==> src/rtl/cpu32_pkg.sv <==
// Shared CPU32 definitions: register-file geometry and the writeback request type
// passed between the writeback arbiter and its ALU result buffer.
package cpu32_pkg;

    localparam int REG_ADDR_W = 5;
    localparam int XLEN       = 32;
    localparam int NUM_REGS   = 32;

    typedef struct packed {
        logic [REG_ADDR_W-1:0] addr;
        logic [XLEN-1:0]       data;
    } wb_req_t;

    // One-hot register mask; x0 is never tracked, so it maps to an empty mask.
    function automatic logic [NUM_REGS-1:0] reg_mask(input logic [REG_ADDR_W-1:0] rd);
        logic [NUM_REGS-1:0] m;
        m = '0;
        if (rd != '0) m[rd] = 1'b1;
        return m;
    endfunction

endpackage

==> src/rtl/wb_fifo.sv <==
// Synchronous FIFO holding ALU writeback requests; full/empty come from a
// registered occupancy count so they never depend on same-cycle push/pop.
module wb_fifo
    import cpu32_pkg::*;
#(
    parameter int  DEPTH = 2,
    parameter type T     = wb_req_t
) (
    input  logic CLK,
    input  logic RST_N,
    input  logic push,
    input  T     push_data,
    input  logic pop,
    output T     head,
    output logic full,
    output logic empty
);

    localparam int PTR_W = $clog2(DEPTH);
    localparam int CNT_W = PTR_W + 1;

    T                 mem [DEPTH];
    logic [PTR_W-1:0] wr_ptr;
    logic [PTR_W-1:0] rd_ptr;
    logic [CNT_W-1:0] count;
    logic             do_push;
    logic             do_pop;

    assign full    = (count == CNT_W'(DEPTH));
    assign empty   = (count == '0);
    assign do_push = push && !full;
    assign do_pop  = pop && !empty;
    assign head    = mem[rd_ptr];

    // NOTE: the storage array has no reset; only pointers and count define
    // validity, so stale contents are unreachable after reset.
    always_ff @(posedge CLK) begin
        if (do_push) mem[wr_ptr] <= push_data;
    end

    // NOTE: sequential state uses non-blocking assignments so every register
    // samples the pre-edge values regardless of statement order.
    always_ff @(posedge CLK or negedge RST_N) begin
        if (!RST_N) begin
            wr_ptr <= '0;
            rd_ptr <= '0;
            count  <= '0;
        end else begin
            if (do_push) wr_ptr <= wr_ptr + 1'b1;
            if (do_pop)  rd_ptr <= rd_ptr + 1'b1;
            case ({do_push, do_pop})
                2'b10:   count <= count + 1'b1;
                2'b01:   count <= count - 1'b1;
                default: count <= count;
            endcase
        end
    end

endmodule

==> src/rtl/regfile_wb.sv <==
// Writeback arbiter and load scoreboard: merges load returns and buffered ALU
// results into one registered regfile write per cycle and tracks pending loads.
module regfile_wb
    import cpu32_pkg::*;
#(
    parameter int FIFO_DEPTH = 2
) (
    input  logic                  CLK,
    input  logic                  RST_N,
    input  logic                  ALU_VALID,
    output logic                  ALU_READY,
    input  logic [REG_ADDR_W-1:0] ALU_WADDR,
    input  logic [XLEN-1:0]       ALU_WDATA,
    input  logic                  LD_ISSUE,
    input  logic [REG_ADDR_W-1:0] LD_ISSUE_RD,
    input  logic                  LD_VALID,
    input  logic [REG_ADDR_W-1:0] LD_RD,
    input  logic [XLEN-1:0]       LD_WDATA,
    output logic                  WE,
    output logic [REG_ADDR_W-1:0] WADDR,
    output logic [XLEN-1:0]       WDATA,
    output logic [NUM_REGS-1:0]   BUSY,
    output logic                  ERR
);

    wb_req_t fifo_head;
    wb_req_t alu_req;
    wb_req_t sel_req;
    logic    fifo_full;
    logic    fifo_empty;
    logic    fifo_push;
    logic    fifo_pop;
    logic    alu_acc;
    logic    sel_valid;
    logic    orphan;
    logic    overflow;

    assign alu_req   = '{addr: ALU_WADDR, data: ALU_WDATA};
    assign ALU_READY = !fifo_full;
    assign alu_acc   = ALU_VALID && ALU_READY;

    wb_fifo #(
        .DEPTH (FIFO_DEPTH),
        .T     (wb_req_t)
    ) u_fifo (
        .CLK       (CLK),
        .RST_N     (RST_N),
        .push      (fifo_push),
        .push_data (alu_req),
        .pop       (fifo_pop),
        .head      (fifo_head),
        .full      (fifo_full),
        .empty     (fifo_empty)
    );

    // Loads cannot stall, so they always win; buffered ALU results drain before
    // any new ALU result may bypass, which keeps ALU order strict.
    // NOTE: every always_comb output gets a default first so no path infers a latch.
    always_comb begin
        sel_valid = 1'b0;
        sel_req   = '0;
        fifo_push = 1'b0;
        fifo_pop  = 1'b0;
        if (LD_VALID) begin
            sel_valid = 1'b1;
            sel_req   = '{addr: LD_RD, data: LD_WDATA};
            fifo_push = alu_acc;
        end else if (!fifo_empty) begin
            sel_valid = 1'b1;
            sel_req   = fifo_head;
            fifo_pop  = 1'b1;
            fifo_push = alu_acc;
        end else if (ALU_VALID) begin
            sel_valid = 1'b1;
            sel_req   = alu_req;
        end
    end

    assign orphan   = LD_VALID && (LD_RD != '0) && !BUSY[LD_RD];
    assign overflow = fifo_push && fifo_full;

    always_ff @(posedge CLK or negedge RST_N) begin
        if (!RST_N) begin
            WE    <= 1'b0;
            WADDR <= '0;
            WDATA <= '0;
            BUSY  <= '0;
            ERR   <= 1'b0;
        end else begin
            // x0 writes are consumed and still update address/data, but never strobe.
            WE <= sel_valid && (sel_req.addr != '0);
            if (sel_valid) begin
                WADDR <= sel_req.addr;
                WDATA <= sel_req.data;
            end
            // Set is applied after clear so a same-cycle issue of the returning rd wins.
            BUSY <= (BUSY & ~(LD_VALID ? reg_mask(LD_RD) : '0))
                  | (LD_ISSUE ? reg_mask(LD_ISSUE_RD) : '0);
            ERR  <= ERR || orphan || overflow;
        end
    end

endmodule

==> config.mk <==
export PLATFORM = sky130hd
export DESIGN_NAME = regfile_wb
export DESIGN_NICKNAME = d
export VERILOG_FILES = /design/src/rtl/cpu32_pkg.sv /design/src/rtl/wb_fifo.sv /design/src/rtl/regfile_wb.sv
export SDC_FILE = /design/constraint.sdc
export NUM_CORES = 1
export LEC_CHECK = 0
export ABC_AREA = 1
export ABC_CLOCK_PERIOD_IN_PS = 4500
export CAP_MARGIN = 20
export CORE_UTILIZATION = 40
export CTS_BUF_LIST = sky130_fd_sc_hd__clkbuf_8
export CTS_CLUSTER_SIZE = 8
export DETAILED_ROUTE_END_ITERATION = 12
export GPL_TIMING_DRIVEN = 1
export MAX_ROUTING_LAYER = met4
export PLACE_DENSITY = 0.79
export SLEW_MARGIN = 5
export SYNTH_ARGS = -nofsm -noshare
export SYNTH_HDL_FRONTEND = slang
export SYNTH_SLANG_ARGS = --single-unit
==> constraint.sdc <==
create_clock -name CLK -period 4.5 [get_ports CLK]
set_input_delay 0.675 -clock CLK [delete_from_list [all_inputs] [get_ports CLK]]
set_output_delay 0.675 -clock CLK [all_outputs]
set_load 0.05 [all_outputs]
==> results of run 1 <==
registers in the layout (all words and copies together), names as in the netlist:
register	count
BUSY	32
ERR	1
WADDR	5
WDATA	32
WE	1
u_fifo.count	2
u_fifo.mem	74
u_fifo.rd_ptr	1
u_fifo.wr_ptr	1
worst max-delay path, cell delays in order (launching register included):
cell and delay (ps):
dfrtp_1 430, inv_2 80, nand2_1 130, clkdlybuf4s50_1 820
layout make-up:
cell class                 count  area [um2]  share of cell area [%]
clock inverter                14       160.2                   1.857
timing repair buffer         162        1637                   18.97
multi-input combinational    396        2106                   24.41
inverter                      28       105.1                   1.218
clock buffer                  18       247.7                   2.872
tap                          216       270.3                   3.133
sequential                   149        4100                   47.53
metrics by stage:
stage          power, uW  cell area, um2
5_1_grt             5274            8626
6_report            5038            8626
4_1_cts             5043            8571
2_1_floorplan       3277            6462
3_5_place_dp        3983            8163
3_3_place_gp        3951            8163
layout by cell type (no fill, tap or decap), types with 3 or more instances in the layout:
cell,n
o21ai_0,76
buf_4,6
edfxtp_1,74
nand4_1,4
a21oi_1,4
nor2_1,11
nand3_2,3
clkbuf_8,18
bufinv_16,3
inv_2,3
inv_1,27
clkinvlp_4,3
mux2i_1,27
nor3_1,7
xor2_1,3
nand3_1,68
clkdlybuf4s50_1,153
nand2_1,153
o2111ai_1,27
dfrtp_1,74
nor2_4,4
kinds of logic (layout without fill, tap and decap cells):
| logic type | after synthesis | after routing | synth area share [%] |
|---|---|---|---|
| buffers and inverters | 57 | 222 | 4.221 |
| flip-flops | 149 | 149 | 63.43 |
| adder cells (fa/ha/maj) | 1 | 1 | 0.1936 |
| multiplexers | 27 | 27 | 4.182 |
| XOR/XNOR | 4 | 4 | 0.5422 |
| AND/OR/NAND/NOR | 252 | 252 | 17.08 |
| AO/OA/AOI/OAI | 112 | 112 | 10.36 |
routing by layer:
metal	track usage, %	wire [um]	share of wire, %
met1	28.03	7317	43
met2	33.65	7977	46
met3	6.482	1782	10
met4	6.436	117	0.68
met5	-	0	0
power breakdown:
part | internal (uW) | switching, uW | leakage [uW] | total [uW]
Clock | 559 | 503 | 0.000205 | 1060
Sequential | 1790 | 260 | 0.00158 | 2050
Combinational | 664 | 1260 | 0.00158 | 1920
worst paths after layout:
| path | start | cells past startpoint | slack (ps) | end |
|---|---|---|---|---|
| hold / removal | RST_N | 1 | 80 | BUSY[21]$_DFF_PN0_ |
| hold reg to reg | BUSY[0]$_DFF_PN0_ | 0 | 460 | BUSY[0]$_DFF_PN0_ |
| setup / recovery | u_fifo.count[0]$_DFFE_PN0P_ | 3 | 1930 | ALU_READY |
| setup reg to reg | u_fifo.rd_ptr$_DFFE_PN0P_ | 7 | 2330 | WE$_DFF_PN0_ |
| min in group CLK | BUSY[0]$_DFF_PN0_ | 0 | 460 | BUSY[0]$_DFF_PN0_ |
| max in group asynchronous | RST_N | 2 | 3810 | u_fifo.rd_ptr$_DFFE_PN0P_ |
==> out/metrics.cfg, run 1 <==
[synth]
synth_edf_count=74
synthCells=602
syn-num-nets=687
netlist_area_um2=6462
ys.flop_type=dfrtp_1
synth_seq_area_share_pct=63.43
synth.avg_cell_area_um2=10.73
synthTopCellsByCount=153 x nand2_1, 76 x o21ai_0, 75 x dfrtp_1, 74 x edfxtp_1, 68 x nand3_1
synth.distinct_cells=28
synth.largest_area_cell=edfxtp_1
netlist_top_cells_area=edfxtp_1 34%, dfrtp_1 29%, nand2_1 8.9%, o21ai_0 5.9%, nand3_1 5.3%
ys_ff_latch=149
netlist.area_leader.share_pct=34.39
yosysMostFrequentCell=nand2_1
async_reset_ff_share_pct=50.34
synth_warnings=0

[cells_and_area]
stdcell_count=983
postLayoutCoreUtil_pct=54.50
drive_gt1_share_pct=6.649
areaGrowthSynthToFinish_pct=33.48
antennaDiodeCount=0
fillers=1353
fin_nets=839

[place]
placedCellCount=949
port-buffer-count=155
dp_slack_ps=1549
gp_congestion=0.9034
dp.final_hpwl_um=11260

[grt]
grt_max_degree=76
grt_overflow=0
track_usage_pct=21.90
grt_pass1_vias=5079
grt_pass1_wl_um=26520
antenna_found_initial=0

[critical_path]
crit_type=register to output port
setup.worst_path.end_class=output port
worstPathRequired_ps=3830
crit_arrival_ps=1900
cp-start-kind=register
critPathMaxFanout=5

[floorplan]
core_um2=15830
die_x_um=129.1
row_count=46
ios=156
dieHeight_um=129.1
die-area_um2=16670
initial_core_util_pct=40.83

[routing]
detail-route-antenna-nets=0
drt-total-wl_um=17200
drcViolationCount=0
via_per_inst=5.358
wl_per_cell_um=17.49
vias=5267
first_pass_iters=4
first_iter_violations=548

[clock_tree]
clock-root-buffer=clkbuf_8
ctsResizeCount=0
clock_path_buffers=2
cts_max_level=4
cts_tree=done
clk_pin_slew_worst_paths_ps=80
cts_setup_buffers=0
numClockSinks=149
cts_hold_buf=0
insertion_delay_ps=440
cts_made_buffers=17

[run]
max_cap_violations=0

[sta]
finalSetupTns_ps=0
fmax_mhz=389.0
clock_skew_ps=10.44
setup_viol=0
worst_pin_slew_ps=1064
slew_headroom_pct=29.08
setup_slack_ps=1930
min_period_ps=2570
fin_worst_hold_slack_ps=84.69
slew_violations=0
rsz0062_at_grt=no
finalHoldViolCount=0
fin_crit_sh_pct=57.12

[run_status]
outcome=completed

[power_and_ir_drop]
ir_drop_mv=0.3522
power_density_nw_per_um2=584.1
p_leak_uw=0.003367

[worst_hold_path]
min_path_type=input port to asynchronous set/reset pin

Power figures use the tool's default switching activity.
==> run 2, diff against run 1 <==
--- a/config.mk
+++ b/config.mk
@@ -6,7 +6,7 @@
 export NUM_CORES = 1
 export LEC_CHECK = 0
 export ABC_AREA = 1
-export ABC_CLOCK_PERIOD_IN_PS = 4500
+export ABC_CLOCK_PERIOD_IN_PS = 2600
 export CAP_MARGIN = 20
 export CORE_UTILIZATION = 40
 export CTS_BUF_LIST = sky130_fd_sc_hd__clkbuf_8
==> constraint.sdc (replaced) <==
create_clock -name CLK -period 2.6 [get_ports CLK]
set_input_delay 0.39 -clock CLK [delete_from_list [all_inputs] [get_ports CLK]]
set_output_delay 0.39 -clock CLK [all_outputs]
set_load 0.05 [all_outputs]
==> out/metrics.cfg, run 2 (synthesized netlist as in run 1, its figures left out) <==
[run_status]
outcome=completed  ; unchanged

[worst_hold_path]
min_from=LD_VALID
min_to=WDATA[4]$_DFFE_PN0P_
min_path_type=input port to register  ; was input port to asynchronous set/reset pin
hold-path-cell-count=3

[cells_and_area]
antennaDiodeCount=0  ; unchanged
top_register=u_fifo.mem  ; unchanged
seq_area_um2=4100  ; unchanged
stdcell_count=993  ; was 983
fillers=1339  ; was 1,353
layout_common_cells=153 x nand2_1, 153 x clkdlybuf4s50_1, 76 x o21ai_0  ; unchanged
drive_gt1_share_pct=8.108  ; was 6.649%
largest_reg_flops=74  ; unchanged
areaGrowthSynthToFinish_pct=34.83  ; was 33.48%
fin_nets=849  ; was 839
multiInputGateArea_um2=2106  ; unchanged
top_regs=u_fifo.mem: 74 flops, BUSY: 32 flops, WDATA: 32 flops  ; unchanged

[critical_path]
critPathMaxFanout=5  ; unchanged
timing.rr.start=u_fifo.rd_ptr$_DFFE_PN0P_  ; unchanged
cp-start-kind=register  ; unchanged
cp.buffers_inverters=2  ; unchanged
r2r_cells=7  ; unchanged
setup.worst_path.end_class=output port  ; unchanged
worstReg2RegEnd=WE$_DFF_PN0_  ; unchanged
r2r_setup_slack_ps=820  ; was 2330 ps
worstPathRequired_ps=2210  ; was 3830 ps
crit_arrival_ps=1920  ; was 1900 ps
crit_slowest_cell=clkdlybuf4s50_1  ; unchanged
crit_type=register to output port  ; unchanged
path_delay_family=buffers and inverters  ; unchanged
crit_chain=inv_2 > nand2_1 > clkdlybuf4s50_1  ; unchanged
max_stage_delay_ps=840  ; was 820 ps

[clock_tree]
ctsResizeCount=0  ; unchanged
clock_path_buffers=2  ; unchanged
insertion_delay_ps=460  ; was 440 ps
numClockSinks=149  ; unchanged
cts_made_buffers=17  ; unchanged
cts_tree=done  ; unchanged
cts_max_level=4  ; unchanged
clk_pin_slew_worst_paths_ps=80  ; about the same
clock-root-buffer=clkbuf_8  ; unchanged

[routing]
drt-total-wl_um=17250  ; was 17,200 um
vias=5280  ; was 5,267
drcViolationCount=0  ; unchanged
via_per_inst=5.317  ; was 5.358
wl_per_cell_um=17.37  ; was 17.49 um
first_pass_iters=5  ; was 4
first_iter_violations=387  ; was 548
detail-route-antenna-nets=0  ; unchanged

[floorplan]
die-area_um2=16670  ; unchanged
die_x_um=129.1  ; unchanged
initial_core_util_pct=40.83  ; unchanged
ios=156  ; unchanged
core_um2=15830  ; unchanged
dieHeight_um=129.1  ; unchanged
row_count=46  ; unchanged

[sta]
worst_pin_slew_ps=698.1  ; was 1064 ps
fin_crit_sh_pct=89.00
rsz0062_at_grt=no  ; unchanged
fmax_mhz=432.2
finalSetupTns_ps=0  ; unchanged
finalHoldViolCount=0  ; unchanged
clock_skew_ps=11.67  ; was 10.44 ps
slew_violations=0  ; unchanged
setup_viol=0  ; unchanged
fin_worst_hold_slack_ps=405.8  ; was 84.69 ps
min_period_ps=2314
slew_headroom_pct=53.46  ; was 29.08%

[place]
port-buffer-count=155  ; unchanged
gp_congestion=0.9195  ; was 0.9034
placedCellCount=960  ; was 949
dp.final_hpwl_um=11720  ; was 11,260 um

[power_and_ir_drop]
ir_drop_mv=0.5923  ; was 0.3522 mV
p_leak_uw=0.003418  ; was 0.003367 uW
power.total_uw=8796  ; was 5038 uW
power_density_nw_per_um2=1009  ; was 584.1 nW/um2

[grt]
grt_pass1_vias=5108  ; was 5,079
grt_max_degree=49  ; was 76
grt_pass1_wl_um=26960  ; was 26,520 um
grt_overflow=0  ; unchanged
antenna_found_initial=0  ; unchanged
track_usage_pct=22.34  ; was 21.90%

[run]
max_cap_violations=0  ; unchanged

==> run 2: cell count changes in the layout (fill, tap and decap cells not counted) <==
cell,delta
buf_12,+3
buf_16,-2
buf_4,+8
clkinv_1,-1
clkinv_2,+1
clkinvlp_4,-1
dlygate4sd3_1,+1
inv_1,-2
inv_6,+3
==> run 2: worst max path at each step <==
| stage | slack, ps | endpoint | cells after the start | start |
|---|---|---|---|---|
| finish | 290 | ALU_READY | 3 | u_fifo.count[0]$_DFFE_PN0P_ |
| global route | 210 | ALU_READY | 3 | u_fifo.count[0]$_DFFE_PN0P_ |
| CTS | 240 | ALU_READY | 3 | u_fifo.count[0]$_DFFE_PN0P_ |
| detailed placement | 390 | u_fifo.count[1]$_DFFE_PN0P_ | 8 | ALU_VALID |
| global placement | 410 | u_fifo.count[1]$_DFFE_PN0P_ | 8 | ALU_VALID |
| floorplan | -460 | u_fifo.mem[0][0]$_DFFE_PP_ | 4 | u_fifo.count[0]$_DFFE_PN0P_ |
==> run 2: final cells by class <==
cell class | count | area share [%]
inverters | 28 | 1.206
clock buffers | 18 | 2.843
multi-input cells | 396 | 24.17
flip-flops and latches | 149 | 47.06
well taps | 216 | 3.102
repair buffers | 172 | 19.64
clock inverters | 14 | 1.982
==> run 2: routing by layer <==
metal / vias up / share of wire, % / track usage, %
met1: 2542 / 41 / 27.92
li1: 2452 / - / -
met4: 0 / 1.1 / 7.612
met2: 267 / 48 / 34.66
met3: 19 / 9.9 / 6.606
met5: - / 0 / -
==> run 2: power by group <==
part	total, uW	switching, uW	internal (uW)
Sequential	3490	385	3100
Combinational	3420	2240	1180
Clock	1890	905	985
==> run 2: tightest hold or removal path, delay by kind of cell <==
kind,cells,cell delay (ps)
AO/OA/AOI/OAI,1,90
buffers and inverters,1,210
AND/OR/NAND/NOR,1,110
==> run 2: what timing repair did <==
item,4_1_cts,5_1_grt
buffers inserted,0,0
hold buffers,1,0
endpoints found under the hold margin,47,0
==> run 2: stage by stage <==
| step | util, % | cell area [um2] | setup WS [ps] |
|---|---|---|---|
| after floorplan | - | 6462 | -457.0 |
| after global placement | 52.33 | 8283 | 409.6 |
| after detailed placement | 52.33 | 8283 | 387.3 |
| after CTS | 55.05 | 8713 | 238.4 |
| after global routing | 55.05 | 8713 | 210.0 |
| final | 55.05 | 8713 | 286.0 |
